File: config.mk
export PLATFORM = sky130hd
export DESIGN_NAME = btn_debounce_flat
export DESIGN_NICKNAME = d
export VERILOG_FILES = /design/src/rtl/btn_debounce_if.sv /design/src/rtl/btn_debounce.sv /design/src/flat_wrapper.sv
export SDC_FILE = /design/constraint.sdc
export NUM_CORES = 1
export LEC_CHECK = 0
export BUFFER_PORTS_ARGS = -buffer_cell sky130_fd_sc_hd__buf_4
export CELL_PAD_IN_SITES_DETAIL_PLACEMENT = 1
export CELL_PAD_IN_SITES_GLOBAL_PLACEMENT = 1
export CORE_ASPECT_RATIO = 2
export CORE_MARGIN = 2
export CORE_UTILIZATION = 50
export CTS_CLUSTER_SIZE = 20
export DETAILED_ROUTE_END_ITERATION = 8
export PLACE_DENSITY = 0.86
export SLEW_MARGIN = 20
export SYNTH_ARGS = -nofsm -noshare
export SYNTH_HDL_FRONTEND = slang
export SYNTH_SLANG_ARGS = --single-unit
File: constraint.sdc
create_clock -name pG0 -period 4.6 [get_ports pG0]
set_input_delay 1.15 -clock pG0 [delete_from_list [all_inputs] [get_ports pG0]]
set_output_delay 1.15 -clock pG0 [all_outputs]
set_load 0.01 [all_outputs]
File: src/rtl/btn_debounce_if.sv
// Bundle of raw pin inputs and conditioned outputs for btn_debounce.
// The slave side is the debouncer; the master side is whoever drives the raw pins.
interface btn_debounce_if #(
    parameter int N_CH = 2
);
    logic [N_CH-1:0] raw_i;
    logic [N_CH-1:0] deb_o;
    logic [N_CH-1:0] rise_o;
    logic [N_CH-1:0] fall_o;
    logic [N_CH-1:0] long_o;

    modport master (output raw_i, input deb_o, rise_o, fall_o, long_o);
    modport slave  (input raw_i, output deb_o, rise_o, fall_o, long_o);
endinterface

File: src/rtl/btn_debounce.sv
// Per-channel 2-flop synchroniser, counter debouncer and registered edge pulses.
// Optional long-press detection is built when LONG_PRESS_EN is defined.
module btn_debounce #(
    parameter int   N_CH       = 2,
    parameter int   CNT_W      = 14,
    parameter int   STABLE_CNT = 10000,
    parameter logic RST_LVL    = 1'b1,
    parameter int   LONG_W     = 20,
    parameter int   LONG_CNT   = 500000
) (
    input  logic          pG0,
    input  logic          pRST,
    btn_debounce_if.slave bus
);

    localparam logic [0:0]       ST_STABLE = 1'b0;
    localparam logic [0:0]       ST_WAIT   = 1'b1;
    localparam logic [CNT_W-1:0] CNT_LAST  = CNT_W'(STABLE_CNT - 1);
`ifdef LONG_PRESS_EN
    localparam logic [LONG_W-1:0] LONG_LIM = LONG_W'(LONG_CNT);
    localparam logic [LONG_W-1:0] LONG_PRE = LONG_W'(LONG_CNT - 1);
`endif

    logic [N_CH-1:0] s1_q;
    logic [N_CH-1:0] s2_q;

    always_ff @(posedge pG0 or negedge pRST) begin
        if (!pRST) begin
            s1_q <= {N_CH{RST_LVL}};
            s2_q <= {N_CH{RST_LVL}};
        end else begin
            s1_q <= bus.raw_i;
            s2_q <= s1_q;
        end
    end

    for (genvar ch = 0; ch < N_CH; ch++) begin : g_ch
        logic [0:0]       state_q, state_d;
        logic [CNT_W-1:0] cnt_q, cnt_d;
        logic             deb_q, deb_d;
        logic             rise_q, rise_d;
        logic             fall_q, fall_d;

        // The first differing sample is counted on entry to WAIT, so a one-sample
        // threshold has to accept straight from STABLE.
        always_comb begin
            state_d = state_q;
            cnt_d   = cnt_q;
            deb_d   = deb_q;
            rise_d  = 1'b0;
            fall_d  = 1'b0;
            if (state_q == ST_STABLE) begin
                cnt_d = '0;
                if (s2_q[ch] != deb_q) begin
                    if (STABLE_CNT == 1) begin
                        deb_d  = s2_q[ch];
                        rise_d = s2_q[ch];
                        fall_d = !s2_q[ch];
                    end else begin
                        state_d = ST_WAIT;
                        cnt_d   = CNT_W'(1);
                    end
                end
            end else begin
                if (s2_q[ch] == deb_q) begin
                    state_d = ST_STABLE;
                    cnt_d   = '0;
                end else if (cnt_q == CNT_LAST) begin
                    state_d = ST_STABLE;
                    cnt_d   = '0;
                    deb_d   = s2_q[ch];
                    rise_d  = s2_q[ch];
                    fall_d  = !s2_q[ch];
                end else begin
                    cnt_d = cnt_q + CNT_W'(1);
                end
            end
        end

        always_ff @(posedge pG0 or negedge pRST) begin
            if (!pRST) begin
                state_q <= ST_STABLE;
                cnt_q   <= '0;
                deb_q   <= RST_LVL;
                rise_q  <= 1'b0;
                fall_q  <= 1'b0;
            end else begin
                state_q <= state_d;
                cnt_q   <= cnt_d;
                deb_q   <= deb_d;
                rise_q  <= rise_d;
                fall_q  <= fall_d;
            end
        end

        assign bus.deb_o[ch]  = deb_q;
        assign bus.rise_o[ch] = rise_q;
        assign bus.fall_o[ch] = fall_q;

`ifdef LONG_PRESS_EN
        logic [LONG_W-1:0] hold_q, hold_d;
        logic              long_q, long_d;

        // Saturating at the limit is what guarantees a single pulse per press.
        always_comb begin
            hold_d = hold_q;
            long_d = 1'b0;
            if (deb_q == RST_LVL) begin
                hold_d = '0;
            end else if (hold_q != LONG_LIM) begin
                hold_d = hold_q + LONG_W'(1);
                long_d = (hold_q == LONG_PRE);
            end
        end

        always_ff @(posedge pG0 or negedge pRST) begin
            if (!pRST) begin
                hold_q <= '0;
                long_q <= 1'b0;
            end else begin
                hold_q <= hold_d;
                long_q <= long_d;
            end
        end

        assign bus.long_o[ch] = long_q;
`else
        assign bus.long_o[ch] = 1'b0;
`endif
    end

endmodule
File: src/flat_wrapper.sv
// flat-port wrapper written by rule: the top's interface ports become plain ports
module btn_debounce_flat 
#(
    parameter int   N_CH       = 2,
    parameter int   CNT_W      = 14,
    parameter int   STABLE_CNT = 10000,
    parameter logic RST_LVL    = 1'b1,
    parameter int   LONG_W     = 20,
    parameter int   LONG_CNT   = 500000
)
  (pG0, pRST, bus_raw_i, bus_deb_o, bus_rise_o, bus_fall_o, bus_long_o);
  btn_debounce_if #(.N_CH(N_CH)) bus_i ();
  input  logic pG0;
  input  logic pRST;
  input wire logic [$bits(bus_i.raw_i)-1:0] bus_raw_i;
  output wire logic [$bits(bus_i.deb_o)-1:0] bus_deb_o;
  output wire logic [$bits(bus_i.rise_o)-1:0] bus_rise_o;
  output wire logic [$bits(bus_i.fall_o)-1:0] bus_fall_o;
  output wire logic [$bits(bus_i.long_o)-1:0] bus_long_o;
  assign bus_i.raw_i = bus_raw_i;
  assign bus_deb_o = bus_i.deb_o;
  assign bus_rise_o = bus_i.rise_o;
  assign bus_fall_o = bus_i.fall_o;
  assign bus_long_o = bus_i.long_o;
  btn_debounce #(.N_CH(N_CH), .CNT_W(CNT_W), .STABLE_CNT(STABLE_CNT), .RST_LVL(RST_LVL), .LONG_W(LONG_W), .LONG_CNT(LONG_CNT)) u_core (.pG0(pG0), .pRST(pRST), .bus(bus_i));
endmodule
# Word level (Yosys, flattened, before mapping)
# Index checks and enable logic that the tools add are counted.
# word_totals
reg_bits,40
inputBits,4
output_inout_bits,8
elab_cells,54
# classes
add_sub_neg,2
eq_ne,6
mux,28
bitwise_logic,2
n_reduce_logical,4
# ops
op,n
2-to-1 mux 14 bit,6
adder 14 x 1 -> 14 bit (second input constant),2
== test 14 bit (second input constant),2
2-to-1 mux 1 bit,22
AND reduction 3 bit,2
== test 1 bit,2
logical NOT 1 bit,2
!= test 1 bit,2
inverter 1 bit,2

# Logic depth before layout (Yosys ltp)
# Gate-level depths: netlist of the first run.
# logic_depth
depth_word,4
ltp_mapped,6
ltp_nobuf,5

# Least setup slack after synthesis of the first run
# No wires, ideal clock.
# synth_path
kind,register to output
start,register u_core.g_ch[1].deb_q
end,output bus_deb_o[1]
arrival_time_ns,0.655
required_time_ns,3.450
path_slack_ns,2.795
stages_incl_launch_ff,2
n_path_buf,1
cell_sequence,dfstp_2 -> buf_4
# synth_lines
element,line,rtl
start: declaration,btn_debounce.sv:40,"logic deb_q, deb_d;"
start signal: assignment,btn_debounce.sv:84,deb_q <= RST_LVL;
start signal: assignment,btn_debounce.sv:90,deb_q <= deb_d;
end: declaration,flat_wrapper.sv:16,output wire logic [$bits(bus_i.deb_o)-1:0] bus_deb_o;
# No word-level cell between the ends.

# Worst setup path after layout of the first run
# layout_path
start,register u_core.g_ch[1].cnt_q[0]
end,register u_core.g_ch[1].state_q
# layout_between
elab_chain_cells,4
# layout_rtl
element,line,rtl
start: declaration,btn_debounce.sv:39,"logic [CNT_W-1:0] cnt_q, cnt_d;"
start signal: assignment,btn_debounce.sv:89,cnt_q <= cnt_d;
== test 14 bit,btn_debounce.sv:68,end else if (cnt_q == CNT_LAST) begin
2-to-1 mux 1 bit,btn_debounce.sv:68,
2-to-1 mux 1 bit,btn_debounce.sv:65,if (s2_q[ch] == deb_q) begin
2-to-1 mux 1 bit,btn_debounce.sv:52,if (state_q == ST_STABLE) begin
via u_core.g_ch[1].state_d,btn_debounce.sv:38,"logic [0:0] state_q, state_d;"
end signal: assignment,btn_debounce.sv:88,state_q <= state_d;
end: declaration,btn_debounce.sv:38,
# The timed path passes the listed nets, and every way through them passes these cells.
# A chain may end at the register's enable or synchronous reset.

==> results.txt, run 1 <==
Status: finished, final reports clean
Residual DRC: 0
PortBufs: 9
PostCTS Resize Cnt: 0
Nets: 194
Total track usage: 0.2339
Startpoint Class: flop
Seq/Total Area, Yosys: 0.5292
Worst setup margin: 2.460 ns
Number of global-route vias before repair: 1535
Static leakage: 0.0008666 uW
# Post-CTS Setup Buffers: 0
Sink Count: 40
Slew HR: 0.6140
CTS Buffer Depth: 2
Commonest non-fill, non-tap cell in the layout: dfrtp_1
Average wire per standard cell: 17.51 um
Clk network pwr share: 0.405
Total I/O pin count: 12
Element type at the critical path end: flop
Setup slack at placement: 2.612 ns
Min Tclk post-route: 2.140 ns
Starting Density: 0.5226
Crit-path max FO: 15
Antenna diode count: 0
CTS buffer count: 5
Drt total wl: 4.132 mm
Slowest CP cell: dfrtp_1
Slew Limit Fails: 0
DR vias: 1337
Placed Area: 1954 sq um
DP Cell Count: 228
Tot Pwr: 690.0 uW
Slowest stage delay, CP: 0.51 ns
Max H-tree Level: 2
FF-to-FF setup slack: 2.46 ns
Gate power share: 0.051
Routability cong.: 0.7394
Slew at the pin closest to its max-slew limit: 0.5774 ns
Die Area: 4351 sq um
Post-route cell area: 2062 sq um
Area growth syn-to-layout: 8.208%
Setup violators final: 0
Synth warn: 0
Initial antenna violation count: 0
Initial drt markers: 13
Post-synthesis cell area: 1906 sq um
Sw power: 157.1 uW
Synthesized flop and latch total: 40
Crit path max-delay family: simple AND/OR/NAND/NOR gates
Unrepaired setup endpoints after global routing: false
Count of non-filler cells in the finished layout: 236
Final Skew: 0.005997 ns
WP buf/inv: 0
Final period util: 0.4653
Post-CTS Hold Buffers: 0
1st-pass router iterations: 4
Setup_tns: 0 ns
Switching fraction of total power: 0.2277
Req. time, crit path: 4.75 ns
Vias per cell: 5.665
Worst-path clk slew: 0.08 ns
Layout cell share with drive strength beyond 1: 0.1390
Seq pwr share: 0.544
DIE WIDTH: 47.65 um
Pint: 532.9 uW
Grt total ovfl: 0
Global-route wire length before repair: 7.127 mm
Worst setup path class: flop to flop
Distinct cells, synth: 31
VDD IR max: 0.0003649 V
Routed Antenna Nets: 0
Most frequent cells in the layout: 34 x dfrtp_1, 28 x nor2_1, 16 x xnor2_1
Pin count of the biggest net entering global routing: 41
Core footprint: 3646 sq um
# rows: 31
Worst path cell trace: ha_1, nor4bb_1, nand4b_1, nand3_1, o21ai_0
Path category of the worst min-delay check: flop to flop
Root Buffer: clkbuf_8
DP HPWL: 2.929 mm
Max-cap violations: 0
Cell area power density: 334.6 nW/um^2
Synth Area per Inst: 10.53 sq um
Critical path arrival: 2.29 ns
Cells after Synth: 181
Die Ht: 91.31 um
Max Fclk: 0.4672 GHz
CTS tree: yes
Final hold violation count: 0
Clk Latency, worst-skew pair: 0.30 ns
==> flip-flops by register name, indices dropped and copies added (netlist names) <==
name                 flops
u_core.g_ch.state_q      2
u_core.s2_q              2
u_core.g_ch.fall_q       2
u_core.s1_q              2
u_core.g_ch.cnt_q       28
u_core.g_ch.deb_q        2
u_core.g_ch.rise_q       2
==> layer usage <==
layer / vias up / global-route usage / share of wire
met5: - / 0 / 0
met4: 0 / 0.1261 / 0.038
met3: 11 / 0.05169 / 0.022
met2: 18 / 0.4144 / 0.60
met1: 687 / 0.2266 / 0.34
li1: 621 / - / -
==> cells by family after synthesis <==
logic type	synth area share
fa+ha+maj	0.02627
flops	0.5292
simple gates	0.2357
compound gates	0.02101
buf+inv	0.05580
other cells	0.001968
mux	0.005909
xor+xnor	0.1241
==> stage by stage <==
step,utilization,hold WS [ns]
6_report,0.5655,0.3568
5_1_grt,0.5655,0.3609
4_1_cts,0.5655,0.3583
3_5_place_dp,0.5360,0.3472
3_3_place_gp,0.5360,0.3454
2_1_floorplan,-,0.3452
==> Yosys cell counts <==
cell	number	share of area
dfrtp_1	34	0.45
nor2_1	28	0.055
xnor2_1	16	0.074
xor2_1	11	0.051
buf_4	10	0.039
nand3_1	10	0.026
nand4_1	10	0.033
nor3_1	8	0.021
nand2_1	7	0.014
dfstp_2	6	0.083
inv_1	6	0.012
nor4_1	5	0.016
and2_1	4	0.013
ha_1	4	0.026
and4_1	3	0.014
o21ai_0	3	0.0079
o22ai_1	2	0.0066
a21oi_1	1	0.0026
and3_1	1	0.0033
and3_2	1	0.0039
buf_2	1	0.0026
clkbuf_1	1	0.0020
conb_1	1	0.0020
mux2_2	1	0.0059
nand2b_1	1	0.0033
nand4_4	1	0.011
nand4b_1	1	0.0046
nor4b_2	1	0.0079
nor4bb_1	1	0.0053
o31ai_1	1	0.0039
or4_1	1	0.0039
==> worst reg2reg max path, delay by kind of cell, from the launching register on <==
kind	cells	cell delay, ns
AO/OA/AOI/OAI	1	0.19
adder cells (fa/ha/maj)	1	0.27
flip-flops	1	0.51
AND/OR/NAND/NOR	3	1.01
==> final cells by class <==
| cell class | count | area, sq um |
|---|---|---|
| Multi-Input combinational cell | 124 | 794.5 |
| Clock inverter | 2 | 35.03 |
| Timing Repair Buffer | 9 | 67.56 |
| Tap cell | 49 | 61.31 |
| Fill cell | 432 | 1584 |
| Clock buffer | 6 | 72.57 |
| Inverter | 6 | 22.52 |
| Sequential cell | 40 | 1008 |
==> power by group through the flow <==
stage	Clock (uW)	Combinational [uW]	Sequential (uW)
final	279	35.1	375
after global routing	297	41.2	377
after CTS	289	35.9	375
after detailed placement	0	35.7	381
after global placement	0	32.8	380
after floorplan	0	23.0	378
==> final timing paths <==
kind	start	to	depth (start not counted)
setup / recovery	u_core.g_ch[1].cnt_q[0]	u_core.g_ch[1].state_q	5
hold / removal	u_core.s1_q[0]	u_core.s2_q[0]	0
setup reg to reg	u_core.g_ch[1].cnt_q[0]	u_core.g_ch[1].state_q	5
hold reg to reg	u_core.s1_q[0]	u_core.s2_q[0]	0
max in group asynchronous	pRST	u_core.s1_q[0]	1
min in group asynchronous	pRST	u_core.g_ch[0].cnt_q[10]	1
No activity file was read; power rests on OpenSTA's default activity.
==> inputs of run 2 (changes only) <==
ABC_AREA = 1   (was unset)
CORE_UTILIZATION = 46   (was 50)
PLACE_DENSITY = 0.83   (was 0.86)
clock period = 2.2 ns   (was 4.6 ns; I/O delays follow)
==> run 2 against run 1 <==
  * Global-route usage is 1.8 points lower
  * Combinational power rose to 3.0 times the previous value
  * Critical path depth down 4
  * Sequential cell count unchanged
  * Die area increased by 22%
  * Via count grew 23%
  * Clock-buffer cell count is the same
  * Synthesized cell count grew 42%
  * Highest routed layer unchanged
  * Routed wire length rose by 21%
  * Power rose by 94%
==> results.txt, run 2 <==
FF-to-FF setup slack: 0.70 ns (-1.76 ns)
Top cell type by total area after synthesis: dfrtp_1
Status: finished, final reports clean
Total track usage: 0.2160 (-0.01794)
Ys async rst share: 1.000 (unchanged)
Crit path launch: u_core.g_ch[1].deb_q
Min Hold Slack: 0.2276 ns (-0.1292 ns)
Worst setup path endpoint: bus_deb_o[1]
Element type at the critical path end: primary output
Routed Antenna Nets: 0 (unchanged)
Synth Area in Compound Gates: 0.02704 (+0.006031)
# rows: 35 (+13%)
Average wire per standard cell: 15.68 um (-10%)
DR vias: 1649 (+23%)
DIE WIDTH: 52.62 um (+10%)
Drt total wl: 5.019 mm (+21%)
Residual DRC: 0 (unchanged)
Slew HR: 0.6540 (+0.04007)
Max-cap violations: 0 (unchanged)
Core footprint: 4598 sq um (+26%)
Area growth syn-to-layout: 6.329%
Setup_tns: 0 ns (unchanged)
Dominant cells by area after synthesis: dfrtp_1 39%, dfstp_2 7.2%, nor2_1 7.2%, nand2_1 6.9%, nand3_1 5.8%
Global-route wire length before repair: 8.266 mm (+16%)
1st-pass router iterations: 4 (unchanged)
Slowest stage delay, CP: 0.55 ns (+0.04 ns)
PortBufs: 9 (unchanged)
Max Fclk: 0.6616 GHz
WP buf/inv: 1 (+1)
Post-synth EDFFs: 0 (unchanged)
Vias per cell: 5.153 (-9.0%)
Routability cong.: 0.7673 (+3.8%)
Top reg by flops: u_core.g_ch.cnt_q
Max reg flops: 28 (unchanged)
Static leakage: 0.001008 uW (+16%)
WP depth: 1 (-4)
Worst setup path class: flop to primary output
Sink Count: 40 (unchanged)
Path category of the worst min-delay check: primary input to async pin
Worst path cell trace: buf_4
Commonest cells post-synth: 42 x nor2_1, 40 x nand2_1, 34 x dfrtp_1
Min Tclk post-route: 1.511 ns
Synthesized flop and latch total: 40 (unchanged)
R2R cell count: 6 (+1)
Setup violators final: 0 (unchanged)
Cell area power density: 579.0 nW/um^2 (+73%)
Critical path arrival: 0.96 ns (-1.33 ns)
# Post-CTS Setup Buffers: 0 (unchanged)
Commonest non-fill, non-tap cell in the layout: nor2_1
FILL cells: 581 (+34%)
Starting Density: 0.4729 (-0.04972)
Antenna diode count: 0 (unchanged)
Slowest CP cell: dfstp_2
CTS Buffer Depth: 2 (unchanged)
Largest family of logic cells by synthesized area: simple AND/OR/NAND/NOR gates
Main synth FF type: dfrtp_1
Crit path max-delay family: flip-flops
Multiplexer area fraction after synthesis: 0 (-0.005909)
Top-count cell post-synth: nor2_1
Initial drt markers: 22 (+9)
PostCTS Resize Cnt: 0 (unchanged)
Worst-path clk slew: 0.07 ns (about the same)
Unrepaired setup endpoints after global routing: false
Synth warn: 0 (unchanged)
Distinct cells, synth: 28 (-9.7%)
Post-CTS Hold Buffers: 0 (unchanged)
Grt total ovfl: 0 (unchanged)
Slew Limit Fails: 0 (unchanged)
Max H-tree Level: 2 (unchanged)
Final hold violation count: 0 (unchanged)
Total I/O pin count: 12 (unchanged)
Worst R2R Start: u_core.g_ch[1].cnt_q[0]
Req. time, crit path: 1.65 ns (-3.10 ns)
Synth Area per Inst: 8.461 sq um (-20%)
Final period util: 0.6870
Root Buffer: clkbuf_8
Layout cell share with drive strength beyond 1: 0.2000 (+0.06096)
Die Area: 5326 sq um (+22%)
Slew at the pin closest to its max-slew limit: 0.5189 ns (-0.05849 ns)
Sequential cell area: 1008 sq um (unchanged)
Multi-input logic area: 965.9 sq um (+22%)
Initial antenna violation count: 0 (unchanged)
Startpoint Class: flop
Nets: 273 (+41%)
Seq/Total Area, Yosys: 0.4638 (-0.06547)
Number of global-route vias before repair: 1829 (+19%)
CTS buffer count: 5 (unchanged)
Post-synth top area share: 0.3913 (-0.05523)
R2R Path End: u_core.g_ch[1].cnt_q[0]
Cells after Synth: 257 (+42%)
Crit-path max FO: 3 (-12)
Final Skew: 0.008483 ns (+0.002486 ns)
Synth Area in Adders: 0.02301 (-0.003249)
VDD IR max: 0.0004348 V (+19%)
Die Ht: 101.2 um (+11%)
Post-Synth Simple-Gate Area: 0.3464 (+0.1107)
Pin count of the biggest net entering global routing: 41 (unchanged)
Post-synthesis xor/xnor area fraction: 0.04430 (-0.07979)
CTS tree: yes
Clk Latency, worst-skew pair: 0.29 ns (about the same)
Post-synthesis cell area: 2175 sq um (+14%)
Most frequent cells in the layout: 42 x nor2_1, 40 x nand2_1, 34 x dfrtp_1
DP HPWL: 3.893 mm (+33%)
-- run 2: cell types whose count changed in the layout (fill, tap and decap cells not counted), moves of 11 or more --
cell | previous run | this run
nand2_1 | 7 | 40
nor2_1 | 28 | 42
nand3_1 | 10 | 25
nor2_2 | 0 | 13
xnor2_1 | 16 | 5
inv_1 | 6 | 30
-- run 2: through the flow --
step	setup WS, ns	instance area [sq um]	std cells	utilization	total power [uW]
2_1_floorplan	0.9131	2178	258	-	861.1
3_3_place_gp	0.7840	2235	313	0.4860	886.2
3_5_place_dp	0.6913	2235	313	0.4860	894.3
4_1_cts	0.6684	2312	320	0.5029	1360
5_1_grt	0.5619	2312	320	0.5029	1399
6_report	0.6885	2312	320	0.5029	1339
-- run 2: routing by layer --
layer / share of wire / GRT usage
met4: 0.026 / 0.09270
met2: 0.64 / 0.4587
met1: 0.33 / 0.1751
met3: 0.012 / 0.02950
met5: 0 / 0
-- run 2: layout make-up --
class / count / area share
Sequential cell: 40 / 0.4361
Multi-Input combinational cell: 176 / 0.4177
Inverter: 33 / 0.05357
Clock buffer: 6 / 0.03139
Tap cell: 55 / 0.02976
Timing Repair Buffer: 9 / 0.02922
Clock inverter: 1 / 0.002164
-- run 2: how the worst min path moves through the flow --
stage / from / end / slack [ns]
floorplan: pRST / u_core.g_ch[0].cnt_q[0] / 0.25
global placement: u_core.s1_q[1] / u_core.s2_q[1] / 0.35
detailed placement: u_core.s1_q[1] / u_core.s2_q[1] / 0.35
CTS: pRST / u_core.g_ch[0].cnt_q[10] / 0.25
global route: pRST / u_core.g_ch[0].cnt_q[10] / 0.27
finish: pRST / u_core.g_ch[0].cnt_q[10] / 0.23
-- run 2: worst reg2reg max path, cell delays in order, from the launching register on --
cell and delay, ns:
dfrtp_1 0.42, ha_1 0.25, nand3_2 0.14, nor2_4 0.17
nand2_4 0.09, nand2_4 0.18, o21ai_0 0.12
-- run 2: logic make-up (layout without fill, tap and decap cells) --
kind of cell    Yosys count  count (layout)
compound gates           10              10
xor+xnor                 11              11
fa+ha+maj                 4               4
buf+inv                  42              49
flops                    40              40
other cells               1               2
simple gates            149             149
-- run 2: report_power, final --
part / switching (uW) / internal [uW]
sequential: 15.2 / 757
clock: 246 / 216
combinational: 75.0 / 30.6
total: 336 / 1000
